`config.mk`:
```
export PLATFORM = sky130hd
export DESIGN_NAME = sync_debounce
export DESIGN_NICKNAME = d
export VERILOG_FILES = /design/src/rtl/sync_debounce.sv
export SDC_FILE = /design/constraint.sdc
export NUM_CORES = 1
export LEC_CHECK = 0
export ABC_CLOCK_PERIOD_IN_PS = 4150
export BUFFER_PORTS_ARGS = -buffer_cell sky130_fd_sc_hd__buf_2
export CAP_MARGIN = 20
export CORE_AREA = 2 2 39 41
export CTS_BUF_LIST = sky130_fd_sc_hd__clkbuf_2 sky130_fd_sc_hd__clkbuf_4 sky130_fd_sc_hd__clkbuf_8
export DETAILED_ROUTE_END_ITERATION = 8
export DIE_AREA = 0 0 41 43
export SLEW_MARGIN = 20
export SYNTH_ARGS = -nofsm -noshare
export SYNTH_HDL_FRONTEND = slang
export SYNTH_SLANG_ARGS = --single-unit
export TNS_END_PERCENT = 1
```
`constraint.sdc`:
```
create_clock -name clk_dst -period 4.15 [get_ports clk_dst]
set_clock_uncertainty 0.2 [all_clocks]
set_input_delay 0.83 -clock clk_dst [delete_from_list [all_inputs] [get_ports clk_dst]]
set_output_delay 0.83 -clock clk_dst [all_outputs]
set_load 0.05 [all_outputs]
```
`src/rtl/sync_debounce.sv`:
```
// Per-bit stability filter with registered level and optional rise/fall/any-change pulses.
// Define SYNC_DEBOUNCE_EDGE_EN to build the pulse outputs; otherwise they are tied to 0.
module sync_debounce #(
  parameter int                 WIDTH         = 1,
  parameter int                 STABLE_CYCLES = 4,
  parameter logic [WIDTH-1:0]   RESET_VAL     = {WIDTH{1'b0}}
) (
  input  logic             clk_dst,
  input  logic             Rst,
  input  logic [WIDTH-1:0] sync_in,
  input  logic             en,
  output logic [WIDTH-1:0] level_out,
  output logic [WIDTH-1:0] rise_pulse,
  output logic [WIDTH-1:0] fall_pulse,
  output logic             any_change
);

  localparam int               CNT_W    = $clog2(STABLE_CYCLES + 1);
  localparam logic [CNT_W-1:0] CNT_LAST = CNT_W'(STABLE_CYCLES - 1);

  logic [WIDTH-1:0] r_level;
  logic [WIDTH-1:0] w_accept;

  genvar gi;
  generate
    for (gi = 0; gi < WIDTH; gi++) begin : g_bit
      logic [CNT_W-1:0] r_cnt;
      logic             w_mismatch;

      assign w_mismatch   = en & (sync_in[gi] ^ r_level[gi]);
      assign w_accept[gi] = w_mismatch & (r_cnt == CNT_LAST);

      // Any matching sample, disable, or acceptance restarts qualification.
      always_ff @(posedge clk_dst) begin
        if (Rst) begin
          r_cnt <= '0;
        end else if (!w_mismatch || w_accept[gi]) begin
          r_cnt <= '0;
        end else begin
          r_cnt <= r_cnt + CNT_W'(1);
        end
      end
    end
  endgenerate

  // An accepted change always differs from the current level, so it is a flip.
  always_ff @(posedge clk_dst) begin
    if (Rst) begin
      r_level <= RESET_VAL;
    end else begin
      r_level <= r_level ^ w_accept;
    end
  end

  assign level_out = r_level;

`ifdef SYNC_DEBOUNCE_EDGE_EN
  logic [WIDTH-1:0] r_rise;
  logic [WIDTH-1:0] r_fall;
  logic             r_any;

  always_ff @(posedge clk_dst) begin
    if (Rst) begin
      r_rise <= '0;
      r_fall <= '0;
      r_any  <= 1'b0;
    end else begin
      r_rise <= w_accept & sync_in;
      r_fall <= w_accept & ~sync_in;
      r_any  <= |w_accept;
    end
  end

  assign rise_pulse = r_rise;
  assign fall_pulse = r_fall;
  assign any_change = r_any;
`else
  assign rise_pulse = '0;
  assign fall_pulse = '0;
  assign any_change = 1'b0;
`endif

endmodule
```
==> results.cfg <==
[cells_and_area]
syn_to_final_growth_pct = 24.1
diodes = 0
nets = 33
fin_area_um2 = 245
num-fill-cells = 157
drive_gt1_frac = 0.360

[grt]
grt_pass1_wl_um = 600
grt_overflow = 0
grt_pass1_vias = 151
grt_use_total = 0.0611
use_met2 = 0.0625
top_usage_layer = met3
grtUsageMet3 = 0.0942
grt_max_degree = 5
met1_usage = 0.0543
grt_antenna_before_repair = 0

[synth]
synth_top_cells_by_area = dfxtp_1 41%, ha_1 13%, buf_4 11%
yosys-top-cells-count = 4 x dfxtp_1, 3 x buf_4, 2 x ha_1, 2 x nor4_1
synth_edf_count = 0
synth_seq_cells = 4
synth_warnings = 0
synth-async-reset-ratio = 0
seq_area_frac_synth = 0.405
syn_inst = 19
synth.distinct_cells = 12
yosysMostFrequentCell = dfxtp_1
yosys.area.top_type_share = 0.405
avgSynthCellArea_um2 = 10.4
yosys.area.top_type = dfxtp_1
ys.flop_type = dfxtp_1
synth_area_um2 = 198

[clock_network]
hold_buffers = 0
cts.sinks = 4
path_clk_slew_ns = 0.04
root_buffer = clkbuf_4
ctsResizeCount = 0
htreeDepth = 1
cts_buffer_depth = 2
numCtsBuffers = 3
cts_tree = built
cts_setup_buffers = 0
insertion_delay_ns = 0.24

[die]
die_area_um2 = 1760
io_pins = 8
core_um2 = 1380
row_count = 14
die_h_um = 43
start_util = 0.143
die_w_um = 41

[worst_setup_path]
slowest_delay_ns = 0.34
cp.buffers_inverters = 1
cp_slowest_cell = dfxtp_1
r2r-start = g_bit[0].r_cnt[0]
path_cells = buf_2
cp-end-kind = primary output
crit_path_start_kind = register
required_ns = 3.12
path_max_fanout = 3
path_delay_family = flip-flops
startpoint = level_out
critPathKind = reg2out
cp.arrival_ns = 0.84

[routing]
drt_wl_total_um = 311
vias_per_cell = 3.51
vias = 144
wire_per_inst_um = 7.59
postRouteAntennaNets = 0
drt-initial-drc-count = 1
drc = 0
first_pass_iters = 2

[timing]
setup_tns_ns = 0
setup_viol = 0
finalHoldViolCount = 0
final_max_slew_viol_count = 0
grt_setup_unrepaired = false
fin_crit_ns = 1.87
fin_crit_sh = 0.452
fmax_ghz = 0.534

[run_status]
outcome = complete, no violations

[placed_design]
dpl.hpwl_um = 236
io_buffers = 4
routabilityCongestion = 0.616
dpl_cell_area_um2 = 223

[power]
ir_drop_uv = 122
powerDensity_nw_per_um2 = 405
p_leak_nw = 0.104

[worst_hold_path]
hold_start = g_bit[0].r_cnt[0]
hold_path_class = reg2reg

[job]
max_cap_viol_count = 0
-- metrics by stage --
step                hold WS (ns)  setup slack, ns  power, mW  instances   util
global placement           0.227             2.51     0.0504         38  0.161
floorplan                  0.205             2.49     0.0500         21      -
detailed placement         0.233             2.51     0.0505         38  0.161
global route               0.283             2.22      0.108         41  0.177
finish                     0.238             2.28     0.0992         41  0.177
CTS                        0.239             2.26      0.102         41  0.177
-- cells by family after synthesis --
logic type | synth area share
and+or+nand+nor | 0.196
adders and majority gates | 0.127
xor gates and xnor gates | 0.0443
buffers and inverters | 0.133
other | 0.0190
DFF | 0.405
AOI/OAI and AO/OA | 0.0759
-- area by class of cell --
type	count	area, µm²	share of cell area
repair buffers	4	20.0	0.0816
inverters	1	3.75	0.0153
clock buffers	3	22.5	0.0918
multi-input cells	13	98.8	0.403
flip-flops and latches	4	80.1	0.327
well taps	16	20.0	0.0816
-- worst paths after layout --
check	to	slack (ns)	cells past startpoint
min	g_bit[0].r_cnt[0]	0.24	1
min reg2reg	g_bit[0].r_cnt[0]	0.24	1
max reg2reg	g_bit[0].r_cnt[1]	2.76	4
max	level_out	2.28	1
-- where the power goes --
part | leakage [nW] | switching, mW | internal [mW] | total, mW
Combinational | 0.0575 | 0.00844 | 0.00203 | 0.0105
Sequential | 0.0324 | 0.000271 | 0.0392 | 0.0394
Clock | 0.0138 | 0.0169 | 0.0324 | 0.0493
-- metal layers --
layer	share of wire	vias up	wire length, µm
met3	0.16	0	51
met2	0.46	8	143
met4	0	0	0
li1	-	72	-
met1	0.37	64	116
met5	0	-	0
-- layout by cell type, fill, tap and decap left out --
| master | instances |
|---|---|
| nor4b_2 | 1 |
| buf_2 | 4 |
| clkbuf_4 | 3 |
| a21bo_2 | 1 |
| nand2b_1 | 1 |
| nor4_1 | 2 |
| xnor2_1 | 1 |
| inv_1 | 1 |
| conb_1 | 3 |
| dfxtp_1 | 4 |
| a21oi_1 | 1 |
| nand3_1 | 1 |
| ha_1 | 2 |
-- sequential cells by signal, indices dropped and copies added, names as in the netlist --
name and flops:
level_out 1, g_bit.r_cnt 3
Power figures use the tool's default switching activity.
